## config.mk

```make
export PLATFORM = sky130hd
export DESIGN_NAME = dram_cmd_scheduler_flat
export DESIGN_NICKNAME = d
export VERILOG_FILES = /design/src/rtl/dram_cmd_scheduler_if.sv /design/src/rtl/dram_cmd_scheduler.sv /design/src/flat_wrapper.sv
export SDC_FILE = /design/constraint.sdc
export NUM_CORES = 1
export LEC_CHECK = 0
export ABC_AREA = 0
export BUFFER_PORTS_ARGS = -buffer_cell sky130_fd_sc_hd__buf_2
export CAP_MARGIN = 15
export CELL_PAD_IN_SITES_DETAIL_PLACEMENT = 2
export CELL_PAD_IN_SITES_GLOBAL_PLACEMENT = 2
export CORE_MARGIN = 5
export CORE_UTILIZATION = 27
export DETAILED_ROUTE_END_ITERATION = 8
export PLACE_DENSITY_LB_ADDON = 0.1
export SLEW_MARGIN = 20
export SYNTH_ARGS = -nofsm -noshare
export SYNTH_HDL_FRONTEND = slang
export SYNTH_SLANG_ARGS = --single-unit
export TNS_END_PERCENT = 10
```

## constraint.sdc

```tcl
create_clock -name clk -period 2.3 [get_ports clk]
set_input_delay 0.46 -clock clk [delete_from_list [all_inputs] [get_ports clk]]
set_output_delay 0.46 -clock clk [all_outputs]
set_load 0.1 [all_outputs]
```

## src/rtl/dram_cmd_scheduler_if.sv

```systemverilog
// dram_cmd_scheduler_if: bundles the two requester ports, the shared response
// bus, the temperature input and the DRAM command bus.
//   master : requester/DRAM-model side (drives requests, temp, DRAM read data)
//   slave  : scheduler side (drives ready/response, DRAM command bus, status)
interface dram_cmd_scheduler_if;
    logic        req0_valid;
    logic        req0_we;
    logic [9:0]  req0_row;
    logic [9:0]  req0_col;
    logic [30:0] req0_wdata;
    logic        req0_ready;
    logic        rsp0_valid;

    logic        req1_valid;
    logic        req1_we;
    logic [9:0]  req1_row;
    logic [9:0]  req1_col;
    logic [30:0] req1_wdata;
    logic        req1_ready;
    logic        rsp1_valid;

    logic [30:0] rsp_rdata;
    logic [1:0]  rsp_err;
    logic [7:0]  temp;

    logic [1:0]  dram_opcode;
    logic [9:0]  dram_row;
    logic [9:0]  dram_column;
    logic [31:0] dram_data_in;
    logic [31:0] dram_data_out;
    logic [1:0]  dram_error;

    logic        ref_miss;
    logic        busy;

    modport master (
        output req0_valid, req0_we, req0_row, req0_col, req0_wdata,
        output req1_valid, req1_we, req1_row, req1_col, req1_wdata,
        output temp, dram_data_out, dram_error,
        input  req0_ready, rsp0_valid, req1_ready, rsp1_valid,
        input  rsp_rdata, rsp_err,
        input  dram_opcode, dram_row, dram_column, dram_data_in,
        input  ref_miss, busy
    );

    modport slave (
        input  req0_valid, req0_we, req0_row, req0_col, req0_wdata,
        input  req1_valid, req1_we, req1_row, req1_col, req1_wdata,
        input  temp, dram_data_out, dram_error,
        output req0_ready, rsp0_valid, req1_ready, rsp1_valid,
        output rsp_rdata, rsp_err,
        output dram_opcode, dram_row, dram_column, dram_data_in,
        output ref_miss, busy
    );
endinterface

```

## src/rtl/dram_cmd_scheduler.sv

```systemverilog
// dram_cmd_scheduler: two-port round-robin front end for a 1024x1024x32 DRAM.
// Keeps exactly one DRAM command in flight, adds bit-31 parity on writes,
// checks it on reads and inserts temperature-adaptive refresh commands.
// Ports:
//   clk   : system clock, rising edge
//   rst_n : asynchronous active-low reset
//   bus   : slave side of dram_cmd_scheduler_if (requests, responses, DRAM bus,
//           temp, ref_miss, busy)
module dram_cmd_scheduler #(
    parameter int unsigned REF_INTERVAL = 1000,
    parameter int unsigned TEMP_HOT     = 40,
    parameter int unsigned CMD_LAT      = 3
) (
    input logic                 clk,
    input logic                 rst_n,
    dram_cmd_scheduler_if.slave bus
);

    localparam int unsigned     RefW    = (REF_INTERVAL > 2) ? $clog2(REF_INTERVAL) : 1;
    localparam logic [RefW-1:0] LimCool = RefW'(REF_INTERVAL - 1);
    localparam logic [RefW-1:0] LimHot  = RefW'((REF_INTERVAL >> 1) - 1);
    localparam int unsigned     LatW    = (CMD_LAT > 2) ? $clog2(CMD_LAT) : 1;
    localparam logic [LatW-1:0] LatLast = LatW'(CMD_LAT - 1);
    localparam logic [7:0]      TempHot = 8'(TEMP_HOT);

    typedef enum logic [2:0] {StIdle, StIssue, StWait, StResp, StRefresh} state_e;

    state_e          state_q;
    logic [LatW-1:0] lat_q;
    logic            owner_q;
    logic            last_grant_q;
    logic            we_q;
    logic [1:0]      opcode_q;
    logic [9:0]      row_q;
    logic [9:0]      col_q;
    logic [31:0]     data_q;
    logic            rsp0_q;
    logic            rsp1_q;
    logic [30:0]     rdata_q;
    logic [1:0]      err_q;

    logic [RefW-1:0] ref_cnt_q;
    logic [RefW-1:0] ref_lim;
    logic            ref_due_q;
    logic            ref_miss_q;
    logic            ref_take;

    logic            grant0;
    logic            grant1;
    logic            sel_we;
    logic [9:0]      sel_row;
    logic [9:0]      sel_col;
    logic [30:0]     sel_wdata;

    logic            rd_bad;
    logic [30:0]     rdata_now;
    logic [1:0]      err_now;

    // ------------------------------------------------------------------------
    // Refresh timer. Compared against limit-1 so a hot->cool or cool->hot swap
    // takes effect immediately; a count already past the new limit fires next.
    // ------------------------------------------------------------------------
    assign ref_lim  = (bus.temp > TempHot) ? LimHot : LimCool;
    assign ref_take = (state_q == StIdle) && ref_due_q;

    always_ff @(posedge clk or negedge rst_n) begin
        if (!rst_n) begin
            ref_cnt_q  <= '0;
            ref_due_q  <= 1'b0;
            ref_miss_q <= 1'b0;
        end else if (ref_cnt_q >= ref_lim) begin
            ref_cnt_q <= '0;
            ref_due_q <= 1'b1;  // a fresh deadline wins over a same-cycle take
            if (ref_due_q) begin
                ref_miss_q <= 1'b1;
            end
        end else begin
            ref_cnt_q <= ref_cnt_q + RefW'(1);
            if (ref_take) begin
                ref_due_q <= 1'b0;
            end
        end
    end

    // ------------------------------------------------------------------------
    // Arbitration: only in IDLE and only when no refresh is owed.
    // ------------------------------------------------------------------------
    always_comb begin
        grant0 = 1'b0;
        grant1 = 1'b0;
        if (state_q == StIdle && !ref_due_q) begin
            if (bus.req0_valid && bus.req1_valid) begin
                grant0 = last_grant_q;
                grant1 = ~last_grant_q;
            end else begin
                grant0 = bus.req0_valid;
                grant1 = bus.req1_valid;
            end
        end
    end

    assign sel_we    = grant1 ? bus.req1_we    : bus.req0_we;
    assign sel_row   = grant1 ? bus.req1_row   : bus.req0_row;
    assign sel_col   = grant1 ? bus.req1_col   : bus.req0_col;
    assign sel_wdata = grant1 ? bus.req1_wdata : bus.req0_wdata;

    // ------------------------------------------------------------------------
    // Response decode from the DRAM inputs as they stand during RESP.
    // ------------------------------------------------------------------------
    assign rd_bad = (bus.dram_error == 2'b01) ||
                    (bus.dram_data_out[31] != ^bus.dram_data_out[30:0]);

    always_comb begin
        rdata_now = rdata_q;
        err_now   = 2'b00;
        if (we_q) begin
            if (bus.dram_error == 2'b10) begin
                err_now = 2'b10;
            end
        end else begin
            rdata_now = bus.dram_data_out[30:0];
            if (rd_bad) begin
                err_now = 2'b01;
            end
        end
    end

    // ------------------------------------------------------------------------
    // Command FSM.
    // ------------------------------------------------------------------------
    always_ff @(posedge clk or negedge rst_n) begin
        if (!rst_n) begin
            state_q      <= StIdle;
            lat_q        <= '0;
            owner_q      <= 1'b0;
            last_grant_q <= 1'b1;
            we_q         <= 1'b0;
            opcode_q     <= 2'b00;
            row_q        <= '0;
            col_q        <= '0;
            data_q       <= '0;
            rsp0_q       <= 1'b0;
            rsp1_q       <= 1'b0;
            rdata_q      <= '0;
            err_q        <= 2'b00;
        end else begin
            case (state_q)
                StIdle: begin
                    if (ref_due_q) begin
                        state_q  <= StRefresh;
                        opcode_q <= 2'b11;
                        lat_q    <= '0;
                    end else if (grant0 || grant1) begin
                        state_q      <= StIssue;
                        owner_q      <= grant1;
                        last_grant_q <= grant1;
                        we_q         <= sel_we;
                        opcode_q     <= sel_we ? 2'b10 : 2'b01;
                        row_q        <= sel_row;
                        col_q        <= sel_col;
                        data_q       <= {^sel_wdata, sel_wdata};
                    end
                end
                StIssue: begin
                    state_q  <= StWait;
                    opcode_q <= 2'b00;
                    lat_q    <= LatW'(1);
                end
                StWait: begin
                    if (lat_q == LatLast) begin
                        state_q <= StResp;
                        rsp0_q  <= ~owner_q;
                        rsp1_q  <= owner_q;
                    end else begin
                        lat_q <= lat_q + LatW'(1);
                    end
                end
                StResp: begin
                    state_q <= StIdle;
                    rsp0_q  <= 1'b0;
                    rsp1_q  <= 1'b0;
                    rdata_q <= rdata_now;
                    err_q   <= err_now;
                end
                StRefresh: begin
                    opcode_q <= 2'b00;
                    if (lat_q == LatLast) begin
                        state_q <= StIdle;
                    end else begin
                        lat_q <= lat_q + LatW'(1);
                    end
                end
                default: state_q <= StIdle;
            endcase
        end
    end

    assign bus.req0_ready   = grant0;
    assign bus.req1_ready   = grant1;
    assign bus.rsp0_valid   = rsp0_q;
    assign bus.rsp1_valid   = rsp1_q;
    // During RESP the payload comes straight from the DRAM inputs; afterwards
    // the captured copy holds it until the next RESP.
    assign bus.rsp_rdata    = (state_q == StResp) ? rdata_now : rdata_q;
    assign bus.rsp_err      = (state_q == StResp) ? err_now : err_q;
    assign bus.dram_opcode  = opcode_q;
    assign bus.dram_row     = row_q;
    assign bus.dram_column  = col_q;
    assign bus.dram_data_in = data_q;
    assign bus.ref_miss     = ref_miss_q;
    assign bus.busy         = (state_q != StIdle);

endmodule

```

## src/flat_wrapper.sv

```systemverilog
// flat-port wrapper written by rule: the top's interface ports become plain ports
module dram_cmd_scheduler_flat 
#(
    parameter int unsigned REF_INTERVAL = 1000,
    parameter int unsigned TEMP_HOT     = 40,
    parameter int unsigned CMD_LAT      = 3
)
  (clk, rst_n, bus_req0_valid, bus_req0_we, bus_req0_row, bus_req0_col, bus_req0_wdata, bus_req1_valid, bus_req1_we, bus_req1_row, bus_req1_col, bus_req1_wdata, bus_temp, bus_dram_data_out, bus_dram_error, bus_req0_ready, bus_rsp0_valid, bus_req1_ready, bus_rsp1_valid, bus_rsp_rdata, bus_rsp_err, bus_dram_opcode, bus_dram_row, bus_dram_column, bus_dram_data_in, bus_ref_miss, bus_busy);
  dram_cmd_scheduler_if bus_i ();
  input logic clk;
  input logic rst_n;
  input wire logic [$bits(bus_i.req0_valid)-1:0] bus_req0_valid;
  input wire logic [$bits(bus_i.req0_we)-1:0] bus_req0_we;
  input wire logic [$bits(bus_i.req0_row)-1:0] bus_req0_row;
  input wire logic [$bits(bus_i.req0_col)-1:0] bus_req0_col;
  input wire logic [$bits(bus_i.req0_wdata)-1:0] bus_req0_wdata;
  input wire logic [$bits(bus_i.req1_valid)-1:0] bus_req1_valid;
  input wire logic [$bits(bus_i.req1_we)-1:0] bus_req1_we;
  input wire logic [$bits(bus_i.req1_row)-1:0] bus_req1_row;
  input wire logic [$bits(bus_i.req1_col)-1:0] bus_req1_col;
  input wire logic [$bits(bus_i.req1_wdata)-1:0] bus_req1_wdata;
  input wire logic [$bits(bus_i.temp)-1:0] bus_temp;
  input wire logic [$bits(bus_i.dram_data_out)-1:0] bus_dram_data_out;
  input wire logic [$bits(bus_i.dram_error)-1:0] bus_dram_error;
  output wire logic [$bits(bus_i.req0_ready)-1:0] bus_req0_ready;
  output wire logic [$bits(bus_i.rsp0_valid)-1:0] bus_rsp0_valid;
  output wire logic [$bits(bus_i.req1_ready)-1:0] bus_req1_ready;
  output wire logic [$bits(bus_i.rsp1_valid)-1:0] bus_rsp1_valid;
  output wire logic [$bits(bus_i.rsp_rdata)-1:0] bus_rsp_rdata;
  output wire logic [$bits(bus_i.rsp_err)-1:0] bus_rsp_err;
  output wire logic [$bits(bus_i.dram_opcode)-1:0] bus_dram_opcode;
  output wire logic [$bits(bus_i.dram_row)-1:0] bus_dram_row;
  output wire logic [$bits(bus_i.dram_column)-1:0] bus_dram_column;
  output wire logic [$bits(bus_i.dram_data_in)-1:0] bus_dram_data_in;
  output wire logic [$bits(bus_i.ref_miss)-1:0] bus_ref_miss;
  output wire logic [$bits(bus_i.busy)-1:0] bus_busy;
  assign bus_i.req0_valid = bus_req0_valid;
  assign bus_i.req0_we = bus_req0_we;
  assign bus_i.req0_row = bus_req0_row;
  assign bus_i.req0_col = bus_req0_col;
  assign bus_i.req0_wdata = bus_req0_wdata;
  assign bus_i.req1_valid = bus_req1_valid;
  assign bus_i.req1_we = bus_req1_we;
  assign bus_i.req1_row = bus_req1_row;
  assign bus_i.req1_col = bus_req1_col;
  assign bus_i.req1_wdata = bus_req1_wdata;
  assign bus_i.temp = bus_temp;
  assign bus_i.dram_data_out = bus_dram_data_out;
  assign bus_i.dram_error = bus_dram_error;
  assign bus_req0_ready = bus_i.req0_ready;
  assign bus_rsp0_valid = bus_i.rsp0_valid;
  assign bus_req1_ready = bus_i.req1_ready;
  assign bus_rsp1_valid = bus_i.rsp1_valid;
  assign bus_rsp_rdata = bus_i.rsp_rdata;
  assign bus_rsp_err = bus_i.rsp_err;
  assign bus_dram_opcode = bus_i.dram_opcode;
  assign bus_dram_row = bus_i.dram_row;
  assign bus_dram_column = bus_i.dram_column;
  assign bus_dram_data_in = bus_i.dram_data_in;
  assign bus_ref_miss = bus_i.ref_miss;
  assign bus_busy = bus_i.busy;
  dram_cmd_scheduler #(.REF_INTERVAL(REF_INTERVAL), .TEMP_HOT(TEMP_HOT), .CMD_LAT(CMD_LAT)) u_core (.clk(clk), .rst_n(rst_n), .bus(bus_i));
endmodule
```

==> out/results.tsv <==
stage	metric	value	unit
clock_tree	root buffer cell	clkbuf_16	
critical_path	type of origin of the critical path	input port	
timing	Max Freq	403	MHz
yosys	Post-Syn Area per Cell	9.70	µm²
yosys	sequential area share after synthesis	49.1	%
placement	DP Cell Count	1072	
drt	DRT Pass-1 Iters	4	
floorplanning	die height	153	µm
timing	Min Hold Slack	0.0483	ns
drt	ANT nets after route	0	
critical_path	Worst Path Max Fanout	2	
critical_path	critical path cell sequence	buf_2 -> xnor2_2 -> xnor2_1 -> xnor2_1 -> xnor2_1 -> xnor2_1 -> o21ai_1 -> a22o_1 -> buf_12	
drt	per-cell routed wire length	20.9	µm
timing	Tmin final	2.48	ns
floorplanning	Rows	52	
critical_path	crit path buf inv count	2	
global_routing	first-pass GRT wire length	32500	µm
final_layout	Inserted Diodes	0	
clock_tree	CTS Hold Bufs	0	
clock_tree	clk sinks	109	
timing	relative slew slack	65.4	%
critical_path	crit path launch	bus_dram_data_out[5]	
timing	Final Hold Viols	0	
floorplanning	Starting Density	27.5	%
run_status	status	finished with violations	
global_routing	Tot GR Track Use	17.2	%
critical_path	Worst path max stage delay	0.26	ns
critical_path	RR Startpoint	u_core.state_q[2]	
critical_path	CP max stage cell	xnor2_1	
global_routing	initial antenna violation count	4	
drt	routed vias	5165	
yosys	cell count after synthesis	573	
final_layout	synthesis-to-finish area growth	55.7	%
final_layout	share of cells above drive strength 1	42.6	%
drt	Vias/cell	4.70	
drt	# DRC	0	
run_status	failing checks	setup timing	
clock_tree	Clk Latency, worst-skew pair	0.34	ns
timing	Setup-failing EPs final	33	
critical_path	crit path kind	in -> out	
critical_path	r2r setup slk	0.30	ns
hold_path	worst min path class	in -> async	
critical_path	crit-path leading delay family	XOR/XNOR gates	
run	max_cap viols	0	
floorplanning	total core area	20200	µm²
critical_path	worst setup path endpoint	bus_rsp_err[0]	
timing	Final period util	108	%
critical_path	critical path depth in cells	9	
placement	GPL Wtd Cong	0.742	
clock_tree	clk slew on worst S/H paths	0.07	ns
yosys	ys async rst share	100	%
placement	# port buffers	242	
yosys	syn_nets	728	
yosys	Synth top area share	48.6	%
timing	PnR worst setup slack	-0.183	ns
timing	RSZ-0062 raised after global routing	true	
critical_path	reg2reg path depth	8	
critical_path	worst path required time	1.84	ns
clock_tree	cts bufs inserted	9	
clock_tree	htree depth	3	
yosys	cell area after synthesis	5560	µm²
global_routing	largest net degree at the start of global routing	113	
yosys	Post-synth EDFFs	0	
floorplanning	I/O pins	243	
critical_path	Crit Reg-Reg Endpoint	u_core.bus.dram_opcode[0]	
yosys	synthesis-stage register bit count	109	
yosys	cell taking the most area after synthesis	dfrtp_1	
clock_tree	CTS tree	built	
yosys	Netlist cell types	40	
yosys	largest cells by area after synthesis	dfrtp_1 (49%), xnor2_1 (13%), nand2_1 (7.7%)	
critical_path	critical path arrival	2.02	ns
yosys	Synth warnings	0	
timing	final slew viol count	0	
global_routing	grt total ovfl	0	
global_routing	vias in the first global route	5807	
timing	skew final	0.00726	ns
placement	Final HPWL DP	15000	µm
drt	initial DRC count	145	
timing	Worst-Margin Slew	0.523	ns
floorplanning	Die Span X	153	µm
critical_path	CP dominant cell by count	xnor2_1	
yosys	dominant synthesized flop cell	dfrtp_1	
final_layout	nets@finish	979	
final_layout	Non-Filler Instances	1099	
clock_tree	CTS Buffer Depth	2	
drt	aggregate routed wire length	23000	µm
critical_path	CP Capture Type	output pin	
floorplanning	die area	23600	µm²
[placed cells by master, fill, tap and decap left out, types with 6 or more instances in the layout]
| cell type | n |
|---|---|
| buf_2 | 181 |
| nand2_1 | 112 |
| dfrtp_1 | 108 |
| nor2_1 | 69 |
| xnor2_1 | 66 |
| a31oi_1 | 52 |
| buf_12 | 37 |
| mux2_4 | 27 |
| buf_6 | 26 |
| buf_4 | 23 |
| xor2_1 | 14 |
| xnor2_2 | 12 |
| clkbuf_16 | 11 |
| o21ai_0 | 9 |
| xnor2_4 | 7 |
| a21oi_1 | 7 |
| inv_1 | 6 |
[how the worst min path moves through the flow]
stage	from	end	slack, ns	cells past startpoint
after floorplan	rst_n	u_core.bus.dram_column[0]	0.16	0
final	rst_n	u_core.bus.dram_row[5]	0.05	1
after global routing	rst_n	u_core.bus.dram_row[5]	0.07	1
after detailed placement	rst_n	u_core.bus.dram_row[5]	0.43	1
after global placement	rst_n	u_core.bus.dram_row[5]	0.41	1
after CTS	rst_n	u_core.bus.dram_row[5]	0.05	1
[cells in the mapped netlist (2+ instances only)]
library cell / number
ha_1: 5
buf_2: 21
a21o_1: 2
nor4_1: 2
dfrtp_1: 108
nor2_1: 72
o31ai_1: 2
or3_1: 2
inv_1: 6
and2_1: 2
xnor2_1: 85
o21ai_0: 10
buf_4: 4
xor2_1: 16
a21oi_1: 8
mux2_2: 32
nand2_1: 114
a31oi_1: 52
clkbuf_1: 6
nand3_1: 4
[cell type report]
cell class	count	area, µm²
flip-flops and latches	109	2730
fillers	2179	11600
well taps	270	338
clock inverters	5	58.8
inverters	7	28.8
repair buffers	271	2190
clock buffers	11	243
multi-input cells	426	3070
[sequential cells by signal, summed over array words and instances (netlist names)]
register	cells
u_core.ref_cnt_q	10
u_core.bus.ref_miss	1
u_core.last_grant_q	1
u_core.state_q	3
u_core.err_q	2
u_core.bus.dram_opcode	2
u_core.bus.dram_data_in	32
u_core.bus.dram_row	10
u_core.we_q	1
u_core.bus.rsp0_valid	1
u_core.owner_q	1
u_core.bus.rsp1_valid	1
u_core.rdata_q	31
u_core.bus.dram_column	10
u_core.ref_due_q	1
u_core.lat_q	2
[cells by family after synthesis]
| family | Yosys count | share of synthesized area [%] |
|---|---|---|
| AND/OR/NAND/NOR | 203 | 14.4 |
| flip-flops | 109 | 49.1 |
| XOR/XNOR | 101 | 15.9 |
| AO/OA/AOI/OAI | 84 | 9.50 |
| buffers and inverters | 38 | 3.31 |
| multiplexers | 33 | 6.66 |
| adder cells (fa/ha/maj) | 5 | 1.13 |
[metrics by stage]
stage | setup TNS (ns) | area (µm²) | setup WS [ns] | util, %
after global routing | -6.04 | 8650 | -0.259 | 42.8
after global placement | -3.16 | 7240 | -0.259 | 35.8
after CTS | -2.63 | 8160 | -0.130 | 40.3
after floorplan | -1.43 | 5570 | -0.173 | -
final | -3.31 | 8650 | -0.183 | 42.8
after detailed placement | -4.62 | 7240 | -0.409 | 35.8
[routing by layer]
metal | track usage [%] | up-vias | share of wire, %
li1 | - | 2400 | -
met1 | 20.6 | 2579 | 40
met2 | 30.5 | 158 | 52
met3 | 5.65 | 20 | 6.2
met4 | 2.82 | 8 | 0.95
met5 | 0 | - | 0.30
[timing repair]
item,CTS,global route
buffers inserted,3,5
resized for setup,146,87
cloned,1,2
setup endpoints to repair,41,46
pin swaps,22,19
hold endpoints to repair,0,0
Power is left out: the tool's default activity adds up to more than one toggle a clock period on the data nets, which glitch-free logic cannot reach.
